`config.mk`:
```
export PLATFORM = sky130hd
export DESIGN_NAME = minmax_scan_ctrl
export DESIGN_NICKNAME = d
export VERILOG_FILES = /design/src/rtl/minmax_pkg.sv /design/src/rtl/Bit4_MC.sv /design/src/rtl/minmax_scan_ctrl.sv
export SDC_FILE = /design/constraint.sdc
export NUM_CORES = 1
export LEC_CHECK = 0
export CAP_MARGIN = 20
export CORE_MARGIN = 2
export CORE_UTILIZATION = 56
export DETAILED_ROUTE_END_ITERATION = 10
export PLACE_DENSITY = 0.84
export SYNTH_ARGS = -nofsm -noshare
export SYNTH_HDL_FRONTEND = slang
export SYNTH_SLANG_ARGS = --single-unit
```
`constraint.sdc`:
```
create_clock -name clk -period 8 [get_ports clk]
set_clock_uncertainty 0.15 [all_clocks]
set_input_delay 1.6 -clock clk [delete_from_list [all_inputs] [get_ports clk]]
set_output_delay 1.6 -clock clk [all_outputs]
set_load 0.005 [all_outputs]
```
`src/rtl/minmax_pkg.sv`:
```
// Shared types and constants for the min/max frame scanner.
package minmax_pkg;

    localparam int unsigned DATA_W = 4;

    typedef enum logic [2:0] {
        IDLE    = 3'd0,
        LOAD    = 3'd1,
        WAIT    = 3'd2,
        CMP_MAX = 3'd3,
        CMP_MIN = 3'd4,
        DONE    = 3'd5
    } state_t;

endpackage

```
`src/rtl/Bit4_MC.sv`:
```
// 4-bit unsigned magnitude comparator with one-hot EQ/GT/LT outputs.
module Bit4_MC
    import minmax_pkg::*;
(
    input  logic [DATA_W-1:0] a,
    input  logic [DATA_W-1:0] b,
    output logic              eq_c,
    output logic              gt_c,
    output logic              lt_c
);

    assign eq_c = (a == b);
    assign gt_c = (a > b);
    assign lt_c = (a < b);

endmodule

```
`src/rtl/minmax_scan_ctrl.sv`:
```
// Streams a frame of samples through one shared comparator, tracking the
// running max/min and the first index at which each occurs.
module minmax_scan_ctrl
    import minmax_pkg::*;
#(
    parameter int unsigned N_SAMPLES = 8,
    parameter int unsigned IDX_W     = 4
) (
    input  logic              clk,
    input  logic              rst_n,
    input  logic              start,
    input  logic              abort,
    input  logic              in_valid,
    input  logic [DATA_W-1:0] in_data,
    output logic              in_ready,
    output logic              busy,
    output logic              done,
    output logic [DATA_W-1:0] max_out,
    output logic [DATA_W-1:0] min_out,
    output logic [IDX_W-1:0]  max_idx,
    output logic [IDX_W-1:0]  min_idx
);

    localparam logic [IDX_W-1:0] LAST_IDX = IDX_W'(N_SAMPLES - 1);

    state_t            state, state_d;
    logic [IDX_W-1:0]  cnt, cnt_d;
    logic [DATA_W-1:0] sample_reg, sample_d;
    logic [DATA_W-1:0] max_d, min_d;
    logic [IDX_W-1:0]  max_idx_d, min_idx_d;

    logic [DATA_W-1:0] cmp_a, cmp_b;
    logic              cmp_gt, cmp_lt, cmp_eq_unused;

    // Comparator operand mux: zeros in IDLE, min in CMP_MIN, max otherwise.
    always_comb begin
        cmp_a = sample_reg;
        cmp_b = max_out;
        if (state == IDLE) begin
            cmp_a = '0;
            cmp_b = '0;
        end else if (state == CMP_MIN) begin
            cmp_b = min_out;
        end
    end

    Bit4_MC u_cmp (
        .a    (cmp_a),
        .b    (cmp_b),
        .eq_c (cmp_eq_unused),
        .gt_c (cmp_gt),
        .lt_c (cmp_lt)
    );

    always_ff @(posedge clk or negedge rst_n) begin
        if (!rst_n) begin
            state      <= IDLE;
            cnt        <= '0;
            sample_reg <= '0;
            max_out    <= '0;
            min_out    <= '0;
            max_idx    <= '0;
            min_idx    <= '0;
        end else begin
            state      <= state_d;
            cnt        <= cnt_d;
            sample_reg <= sample_d;
            max_out    <= max_d;
            min_out    <= min_d;
            max_idx    <= max_idx_d;
            min_idx    <= min_idx_d;
        end
    end

    // Next-state, datapath updates and handshake decode.
    always_comb begin
        state_d   = state;
        cnt_d     = cnt;
        sample_d  = sample_reg;
        max_d     = max_out;
        min_d     = min_out;
        max_idx_d = max_idx;
        min_idx_d = min_idx;
        in_ready  = 1'b0;
        busy      = (state != IDLE);
        done      = 1'b0;

        case (state)
            IDLE: begin
                cnt_d = '0;
                if (start && !abort) state_d = LOAD;
            end
            LOAD: begin
                in_ready = 1'b1;
                if (in_valid) begin
                    max_d     = in_data;
                    min_d     = in_data;
                    max_idx_d = '0;
                    min_idx_d = '0;
                    cnt_d     = IDX_W'(1);
                    state_d   = (N_SAMPLES == 1) ? DONE : WAIT;
                end
            end
            WAIT: begin
                in_ready = 1'b1;
                if (in_valid) begin
                    sample_d = in_data;
                    state_d  = CMP_MAX;
                end
            end
            CMP_MAX: begin
                if (cmp_gt) begin
                    max_d     = sample_reg;
                    max_idx_d = cnt;
                end
                state_d = CMP_MIN;
            end
            CMP_MIN: begin
                if (cmp_lt) begin
                    min_d     = sample_reg;
                    min_idx_d = cnt;
                end
                if (cnt == LAST_IDX) begin
                    state_d = DONE;
                end else begin
                    cnt_d   = cnt + IDX_W'(1);
                    state_d = WAIT;
                end
            end
            DONE: begin
                done    = 1'b1;
                cnt_d   = '0;
                state_d = IDLE;
            end
            default: begin
                cnt_d   = '0;
                state_d = IDLE;
            end
        endcase

        // Abort wins over everything: drop this cycle's updates, keep partial results.
        if (abort && (state != IDLE)) begin
            state_d   = IDLE;
            cnt_d     = '0;
            sample_d  = sample_reg;
            max_d     = max_out;
            min_d     = min_out;
            max_idx_d = max_idx;
            min_idx_d = min_idx;
        end
    end

endmodule
```
; ---- Yosys cells after proc, flatten, opt, wreduce, memory -nomap -nowiden
; Cells that the tools add are included.
[word_totals]
register_bits = 27
latch_bits = 0
ramBits = 0
romBits = 0
in_bits = 9
output_inout_bits = 19
wordCells = 64
mem_count = 0
[classes]
add_sub_neg = 1
multipliers = 0
n_div = 0
magnitude_cmp = 2
n_eq_ne = 14
shift = 0
muxes = 25
n_bitwise = 1
reduce_logical = 14
[ops]
columns = cell, n
row1 = 2-to-1 mux 4 bit, 12
row2 = one-hot mux 4 bit (2 select lines), 4
row3 = 2-to-1 mux 3 bit, 5
row4 = one-hot mux 3 bit (5 select lines), 1
row5 = one-hot mux 4 bit (3 select lines), 1
row6 = AND reduction 3 bit, 3
row7 = AND reduction 4 bit, 2
row8 = "equality test 3 x 2 -> 1 bit, second input constant", 2
row9 = "equality test 3 bit, second input constant", 2
row10 = "inequality test 2 bit, second input constant", 3
row11 = "inequality test 3 bit, second input constant", 2
row12 = "adder 4 x 1 -> 4 bit, second input constant", 1
row13 = "equality test 4 x 3 -> 1 bit, second input constant", 1
row14 = > comparator 4 bit, 1
row15 = < comparator 4 bit, 1
row16 = nonzero test 2 bit, 2
row17 = OR reduction 2 bit, 2
row18 = "equality test 3 x 1 -> 1 bit, second input constant", 1
row19 = zero test 3 bit, 1
row20 = "inequality test 3 x 1 -> 1 bit, second input constant", 1
row21 = "inequality test 3 x 2 -> 1 bit, second input constant", 1
row22 = nonzero test 3 bit, 1
row23 = logical AND 1 bit, 2
row24 = 2-to-1 mux 1 bit, 2
row25 = 3 further kinds, 3

; ---- Longest topological paths before layout
[depth]
ltp_word = 6
ltp_mapped = 9
depth_no_buf = 8

; ---- Hierarchy
; From an unflattened synthesis, not the netlist that was laid out.
[hier_totals]
cells_unflattened = 180
area_unflattened_um2 = 1596.5
[by_module_without_submodules]
columns = mod, n_inst, cells_per_inst, area_each_um2, seq_area_each_um2
row1 = minmax_scan_ctrl, 1, 164, 1467.7, 675.6
row2 = Bit4_MC, 1, 16, 128.9, 0.0

; ---- Least setup slack after synthesis
; OpenSTA, ideal clock, no wires.
[synth_path]
path_type = input-to-reg
startpoint = input port abort
endpoint = register max_out[0]
setup_ps = 125
arrival_ps = 2847
t_required_ps = 7725
setup_slack_ps = 4878
path_stages = 5
n_path_buf = 1
path_cell_list = clkbuf_1 -> nor3b_1 -> o211ai_1 -> a31oi_2 -> mux2_2
[synth_via]
elab_chain_cells = 3
[synth_lines]
columns = element, line
row1 = from (decl), minmax_scan_ctrl.sv:12  ; input logic abort,
row2 = logical AND 1 bit, minmax_scan_ctrl.sv:142  ; if (abort && (state != IDLE)) begin
row3 = inverter 1 bit (no line), -
row4 = AND reduction 4 bit (no line), -
row5 = to (signal assigned), minmax_scan_ctrl.sv:68  ; max_out <= max_d;
row6 = to (decl), minmax_scan_ctrl.sv:18  ; output logic [DATA_W-1:0] max_out,
; Every way passes these cells.
; A chain may end at the register's enable or synchronous reset.

; ---- Worst setup path in the final report
[layout_path]
startpoint = register state[2]
endpoint = output port busy
[layout_via]
elab_chain_cells = 1
[layout_lines]
columns = element, line
row1 = from (decl), minmax_scan_ctrl.sv:26  ; state_t state, state_d;
row2 = from (signal assigned), minmax_scan_ctrl.sv:65  ; state <= state_d;
row3 = nonzero test 3 bit, minmax_scan_ctrl.sv:85  ; busy = (state != IDLE);
row4 = to (decl), minmax_scan_ctrl.sv:16  ; output logic busy,
; Every way passes these cells.

==> summary.txt <==
Run status
  – Status: finished, final reports clean

Final layout
  – Inserted Diodes: 0
  – Fraction of layout cells with a size suffix above 1: a little under a fifth
  – P&R area growth vs syn: 20.00%
  – Non-Filler Instances: roughly 210
  – Post-route cell area: 1907 um^2
  – Final net count: between 150 and 200

Detailed routing
  – Total Wirelength: around 3500 um
  – Met2 wire length: 1771 um
  – WL/cell: roughly 17 um
  – Post-Route M1 WL: 1482 um
  – Post-route ant nets: 0
  – Highest Signal Layer: met4
  – DRT Pass-1 Iters: 4
  – Vias per cell: between 5 and 6
  – First DRT Iteration DRCs: 50
  – Residual DRC: 0
  – Met3 WL post-DR: between 150 and 200 um
  – Routed via count: approximately 1.3k

Synthesis
  – Mapped cell area: between 1500 and 2000 um^2
  – Distinct cells, synth: 37
  – Cell taking the most area after synthesis: dfrtp_1
  – Post-synth ARST share: between 90% and 100%
  – Syn_nets: between 150 and 200
  – Synth Instances: between 150 and 200
  – Most area-consuming cells after synthesis: dfrtp_1, mux2_2, mux2i_1
  – Yosys warns: 0
  – Most used DFF post-synth: dfrtp_1
  – Synth top area share: between 40% and 50%
  – Sequential area share after synthesis: a little over two fifths
  – Post-synth EDFFs: 0
  – Seq cells post-synth: 27
  – Synth Area per Inst: approximately 11 um^2

Placed design
  – HPWL Detailed: ~2500 um
  – Area after DPL: roughly 1900 um^2
  – GP Congestion: ~0.86
  – Input/output buffers: 27
  – Cell Count Post-Placement: between 200 and 250

CTS
  – CTS Hold Bufs: 0
  – CTS tree: built
  – Reg clk slew, reported paths: approximately 0.14 ns
  – H-tree depth: 1
  – Post_cts resized: 0
  – Clk_lat worst skew: roughly 0.32 ns
  – Cts bufs inserted: 3
  – Setup bufs post-CTS: 0
  – Sink Count: 27
  – Root Driver: clkbuf_4
  – Longest Clk Path Bufs: 2

Floorplan
  – Core area: about 2700 um^2
  – Die Area: 3280 um^2
  – Initial core utilization: approximately three fifths
  – Row count: 19
  – Die width: 57.27 um
  – # IOs: 28
  – Overall die height: about 57 um

STA
  – Hold WS: 0.3800 ns
  – Count of final hold-check violations: 0
  – Finish-stage setup viols: 0
  – Minimum clock period: about 3.7 ns
  – Normalized max-slew margin: approximately two fifths
  – Least-Margin Pin Slew: 0.8670 ns
  – Max-slew violation count: 0
  – RSZ-0062 raised after global routing: no
  – Fmax: ~270 MHz
  – Setup_tns: 0 ns
  – Share of the clock period used by the worst path: 46.29%

Power
  – P_leak: roughly 0.8 nW
  – Pint: about 0.00027 W
  – Total power: 0.0003885 W
  – Sw frac: between 30% and 40%
  – P_sw: between 0.0001 and 0.00015 W
  – Power share of the clock group: 15.0%
  – PwrDens: 203.7 nW/um^2
  – Max rail drop VDD: around 0.18 mV
  – Comb power frac: about a third
  – Power share of the sequential group: between 40% and 50%

Min path
  – Worst Hold End: max_idx[3]
  – Worst hold path class: register to register
  – Hold depth: 2
  – Worst hold start: max_idx[3]

Critical path
  – WP data required: ~6.3 ns
  – Terminus of the critical flop-to-flop path: max_out[3]
  – Worst reg-to-reg setup slack: just under 5 ns
  – Cells on worst reg2reg path: 6
  – WP data arrival: 1.95 ns
  – Highest net fanout along the worst path: 23
  – Kind of start point of the critical path: register
  – CP endpoint kind: output port
  – Crit Path Class: register to output port
  – R2r startpoint: state[1]

GRT
  – Gr usage total: 23.44%
  – Vias in the first global route: between 1k and 1.5k
  – First-pass GRT wire length: slightly below 6000 um
  – Largest net degree at the start of global routing: 28
  – Grt total ovfl: 0
  – Antenna violations before repair: 0

Flow run
  – Max Cap Viol: 0
==> worst max-delay path, stage by stage (launching register included) <==
cell and delay, ns:
dfrtp_1 0.64, or3_1 0.50, clkdlybuf4s50_1 0.48
==> placed cells by master (no fill, tap or decap), types with 2 or more instances in the layout <==
| cell | n |
|---|---|
| a21oi_1 | 7 |
| a31oi_1 | 5 |
| and2_1 | 4 |
| and3b_1 | 2 |
| clkbuf_4 | 3 |
| clkdlybuf4s50_1 | 27 |
| dfrtp_1 | 27 |
| ha_1 | 5 |
| inv_1 | 9 |
| mux2_2 | 21 |
| mux2i_1 | 8 |
| nand2_1 | 12 |
| nand2b_1 | 2 |
| nand3_1 | 2 |
| nand4_1 | 3 |
| nor2_1 | 6 |
| nor2b_1 | 4 |
| nor3_1 | 3 |
| nor3b_1 | 2 |
| o211ai_1 | 2 |
| o21ai_0 | 4 |
| or3_1 | 3 |
==> stage by stage <==
| stage | util [%] | worst slack (ns) |
|---|---|---|
| CTS | 69.75 | 4.308 |
| detailed placement | 68.74 | 4.142 |
| finish | 69.75 | 4.297 |
| floorplan | - | 4.878 |
| global placement | 68.74 | 4.222 |
| global route | 69.75 | 4.206 |
==> power groups by stage <==
| stage | clock network [W] | logic, W | registers [W] |
|---|---|---|---|
| floorplan | 0 | 0.0000702 | 0.000191 |
| global placement | 0 | 0.000134 | 0.000194 |
| detailed placement | 0 | 0.000137 | 0.000197 |
| CTS | 0.0000605 | 0.000138 | 0.000194 |
| global route | 0.0000651 | 0.000150 | 0.000200 |
| finish | 0.0000581 | 0.000136 | 0.000194 |
==> metal layers <==
metal	GRT usage, %	vias up
met4	8.638	0
met3	2.494	6
li1	-	597
met1	33.14	617
met2	37.60	33
met5	0	-
==> cell usage after synthesis (3+ instances only) <==
cell type and n:
and2_1 4, nor2_1 6, nor3_1 3, mux2_2 21, nand2_1 12, or3_1 3
nor2b_1 4, clkbuf_1 3, o21ai_0 4, nand4_1 3, mux2i_1 8, ha_1 5
inv_1 9, dfrtp_1 27, a21oi_1 7, a31oi_1 5
==> how the worst max path moves through the flow <==
stage              from  slack [ns]         end
4_1_cts        state[2]        4.31        busy
5_1_grt        state[2]        4.21        busy
3_5_place_dp      abort        4.14  max_out[0]
2_1_floorplan     abort        4.88  max_out[0]
6_report       state[2]        4.30        busy
3_3_place_gp      abort        4.22  max_out[1]
==> kinds of logic (layout without fill, tap and decap cells) <==
family | after synthesis | in the layout | share of synthesized area (%)
multiplexers | 29 | 29 | 19.92
AND/OR/NAND/NOR | 51 | 51 | 18.66
flip-flops | 27 | 27 | 42.52
AO/OA/AOI/OAI | 24 | 24 | 10.95
buffers and inverters | 15 | 42 | 4.015
adder cells (fa/ha/maj) | 5 | 5 | 3.937
==> cell type report <==
cell class              count  area, um^2
clock buffers               3       22.52
clock inverters             1       5.005
fillers                   213       827.0
inverters                  10       37.54
multi-input cells         109       849.6
flip-flops and latches     27       675.6
well taps                  31       38.79
repair buffers             28       277.8
(Power assumes the default switching activity.)
==> patch 1 (same flow settings) <==
Compare `cnt` against `LAST_IDX` with >= in place of ==.
--- a/src/rtl/minmax_scan_ctrl.sv
+++ b/src/rtl/minmax_scan_ctrl.sv
@@ -122,3 +122,3 @@
                 end
-                if (cnt == LAST_IDX) begin
+                if (cnt >= LAST_IDX) begin
                     state_d = DONE;
Check against the original RTL: no difference found for any inputs over 10 cycles, from zero or initial values and one cycle with rst_n low; that may be too few to reach the edited logic, so the function may still have changed.
==> patch 1 against the original RTL <==
Wire length fell by 0.72%. Via count shrank 0.80%. Critical path type unchanged. Final cell count rose by 0.48%. First-iteration DRC count down 12%. Area after synthesis increased by 0.94%. Cell area down 0.33%. Register-to-register slack is essentially flat. Sequential cell count did not move. Worst setup slack got worse by 340 ps.
Power is not compared: it rests on default switching activity, and its combinational part moved more than twofold at a synthesized area within 25%.
==> patch 1: results <==
export IMPL_grt_max_degree=28
export IMPL_cp_max_fo=22
export IMPL_synth_fp_nets=169
export IMPL_dp_slack_ps=4290
export IMPL_dp_hpwl_um=2490
export IMPL_dpl_instance_area_mm2=0.00187
export IMPL_cts_made_buffers=3
export IMPL_track_usage=0.229
export IMPL_status="complete, no violations"
export IMPL_worst_r2r_path_depth=8
export IMPL_setup_violations=0
export IMPL_antenna_found_initial=0
export IMPL_nFillCells=212
export IMPL_synthDistinctLibCells=36
export IMPL_hp_start="max_idx[0]"
export IMPL_cts_root_buf="clkbuf_4"
export IMPL_slew_headroom=0.571
export IMPL_post_cts_buffers=0
export IMPL_nets=194
export IMPL_synth_async_reset_ratio=1.00
export IMPL_first_pass_iters=4
export IMPL_met3WireLength_um=193
export IMPL_h_tree_depth=1
export IMPL_ys_seq_area_frac=0.421
export IMPL_synth_common_cells="dfrtp_1 (27), mux2_2 (18), nand2_1 (14)"
export IMPL_arrival_ps=2290
export IMPL_crit_path_start_kind="flip-flop"
export IMPL_clockBufferDepth=2
export IMPL_dr_first_iter_drc_count=44
export IMPL_num_vias=1243
export IMPL_synthTopCellsByArea="dfrtp_1 (42%), mux2_2 (13%), ha_1 (3.9%), mux2i_1 (3.7%), mux2_4 (3.7%)"
export IMPL_first_global_vias=1344
export IMPL_grt_pass1_wl_um=6000
export IMPL_numPortBuffers=27
export IMPL_wl_met2_um=1660
export IMPL_gp_congestion=0.829
export IMPL_drive_gt1_frac=0.173
export IMPL_top_layer="met4"
export IMPL_wirelength_um=3450
export IMPL_drt_met1_wl_um=1570
export IMPL_min_path_cells=1
## patch 1: cell count changes in the layout (fill, tap and decap cells not counted), sizes merged, moves of 3 or more
cell	delta
nand4	-3
a31oi	-4
nor2b	+3
and2	-4
and3	+5
o21bai	+3
or3	-3
## patch 1: per-stage QoR
| stage | util | instances |
|---|---|---|
| floorplan | - | 155 |
| global placement | 0.686 | 206 |
| detailed placement | 0.686 | 206 |
| CTS | 0.695 | 210 |
| global route | 0.695 | 210 |
| finish | 0.695 | 210 |
## patch 1: final cells by class
class                           instances  share of cell area
Clock buffer                            4              0.0138
Inverter                                8              0.0158
Multi-Input combinational cell        111               0.444
Sequential cell                        27               0.355
Tap cell                               31              0.0204
Timing Repair Buffer                   29               0.150
## patch 1: cells by family (layout without fill, tap and decap cells)
group,count (synthesis),after routing,synth area share
AND/OR/NAND/NOR,50,50,0.164
multiplexers,28,28,0.201
flip-flops,27,27,0.421
AO/OA/AOI/OAI,26,26,0.112
buffers and inverters,17,41,0.0523
adder cells (fa/ha/maj),5,5,0.0390
XOR/XNOR,2,2,0.0109
## patch 1: metal layers
layer	GRT usage	vias up
li1	-	595
met1	0.323	596
met2	0.362	46
met3	0.0317	6
met4	0.0797	0
met5	0	-
## patch 1: final timing paths
kind	end	slack (ps)
setup / recovery	busy	3960
hold / removal	max_idx[0]	380
setup reg to reg	min_out[3]	4860
hold reg to reg	max_idx[0]	380
max in group asynchronous	cnt[2]	5950
min in group asynchronous	max_out[2]	1480
## patch 1: worst max-delay path, cell delays in order (launching register included)
cell and delay [ps]:
dfrtp_1 650, or2_2 470, nor2_1 260, inv_1 120, clkdlybuf4s50_1 480
## patch 1: power by group
group	switching [mW]	internal, mW
logic	0.133	0.179
registers	0.0591	0.188
clock network	0.0398	0.0195
==> patch 2 (same settings) <==
Made on the original files. The package constant `DATA_W` goes from 4 to 6.
--- a/src/rtl/minmax_pkg.sv
+++ b/src/rtl/minmax_pkg.sv
@@ -3,3 +3,3 @@
 
-    localparam int unsigned DATA_W = 4;
+    localparam int unsigned DATA_W = 6;
 
Ports: changed (resized in_data, max_out and min_out); port bits go from 28 to 34. The function was not compared with the original's and may differ.
==> patch 2 against the original RTL <==
Total power grew 35%. Wire length is 28% higher. Critical path depth up 2. Worst setup slack worse by 330 ps. Sequential share of layout area shrank 0.62 points. Clock power grew 68%. Area after synthesis rose by 25%. Register-to-register slack got worse by 140 ps. Sequential cell count up 6. Cell area increased by 24%. Largest power group unchanged.
==> patch 2: results <==
export IMPL_track_usage=0.249
export IMPL_post_cts_buffers=0
export IMPL_ff2ff_setup_slack_ps=4710
export IMPL_synth_fp_nets=211
export IMPL_grt_max_degree=34
export IMPL_hp_start="max_idx[1]"
export IMPL_syn_inst=193
export IMPL_dp_cells=262
export IMPL_cts_root_buf="clkbuf_4"
export IMPL_cts_made_buffers=5
export IMPL_wirelength_um=4450
export IMPL_nFillCells=298
export IMPL_synthTopCellsByArea="dfrtp_1 (42%), mux2_4 (7.6%), mux2_2 (6.8%), ha_1 (4.4%), mux2i_1 (3.5%)"
export IMPL_status="complete, no violations"
export IMPL_nets=241
export IMPL_worst_r2r_path_depth=9
export IMPL_clockBufferDepth=2
export IMPL_ys_seq_area_frac=0.415
export IMPL_timing_rr_end="min_idx[0]"
export IMPL_clk_latency_ps=340
export IMPL_ir_worst_vdd_uv=138
export IMPL_fin_hold_ws_ps=342
export IMPL_grt_pass1_wl_um=7670
export IMPL_num_vias=1578
export IMPL_arrival_ps=2290
export IMPL_antenna_found_initial=0
export IMPL_h_tree_depth=2
export IMPL_layoutNonFillerInstCount=269
export IMPL_whs_endpoint="max_idx[1]"
export IMPL_powerSeq_uw=244
export IMPL_crit_path_start="state[1]"
export IMPL_p_seq_frac=0.466
export IMPL_numPortBuffers=33
export IMPL_internal_power_uw=358
export IMPL_gp_congestion=0.904
export IMPL_dp_hpwl_um=3140
export IMPL_synthDistinctLibCells=37
export IMPL_clkSlewWorstSetupHoldPaths_ps=100
export IMPL_cp_max_fo=19
export IMPL_p_leak_nw=1.11
export IMPL_yosys_warnings=0
export IMPL_min_path_cells=2
export IMPL_tightest_slew_ps=675
export IMPL_power_frac_clock=0.187
export IMPL_dr_first_iter_drc_count=94
export IMPL_first_pass_iters=4
export IMPL_drive_gt1_frac=0.161
export IMPL_synth_common_cells="dfrtp_1 (33), nand2_1 (18), o21ai_0 (14)"
## patch 2: changes by cell type after synthesis, sizes merged, moves of 5 or more
cell,before,now
o21ai,4,14
nand2,12,18
inv,10,5
nand3,2,11
dfrtp,27,33
a31oi,6,0
and3,1,9
## patch 2: logic make-up (layout without fill, tap and decap cells)
family	count (synthesis)	in the layout	share of synthesized area
AO/OA/AOI/OAI	36	36	0.111
XOR/XNOR	1	1	0.00441
adder cells (fa/ha/maj)	7	7	0.0441
buffers and inverters	17	47	0.0491
flip-flops	33	33	0.415
multiplexers	29	29	0.179
AND/OR/NAND/NOR	70	70	0.197
## patch 2: worst max path at each step
| stage | slack, ps | endpoint |
|---|---|---|
| 6_report | 3960 | busy |
| 5_1_grt | 3790 | busy |
| 4_1_cts | 3980 | busy |
| 3_5_place_dp | 4310 | min_idx[0] |
| 3_3_place_gp | 4380 | min_idx[2] |
| 2_1_floorplan | 4990 | busy |
## patch 2: cell type report
class	instances	area, µm²	area share
Multi-Input combinational cell	143	1070	0.451
Timing Repair Buffer	35	345	0.146
Clock buffer	7	55.1	0.0232
Tap cell	46	57.6	0.0243
Inverter	5	18.8	0.00791
Sequential cell	33	826	0.348
## patch 2: per-layer routing
metal,vias up,global-route usage,part of all wire
met2,62,0.396,0.48
met1,749,0.321,0.44
met3,13,0.0589,0.059
li1,754,-,-
met5,-,0,0
met4,0,0.117,0.024
## patch 2: stage by stage
step	utilization	cell area [µm²]	setup slack, ps
after global routing	0.705	2370	3790
after CTS	0.705	2370	3980
after detailed placement	0.689	2320	4310
final	0.705	2370	3960
after global placement	0.689	2320	4380
after floorplan	-	1990	4990
## patch 2: worst max-delay path, cell delays in order (launching register included)
cell and delay [ps]:
dfrtp_1 580, or2_2 450, nor2_1 320, inv_1 120
clkdlybuf4s50_1 470
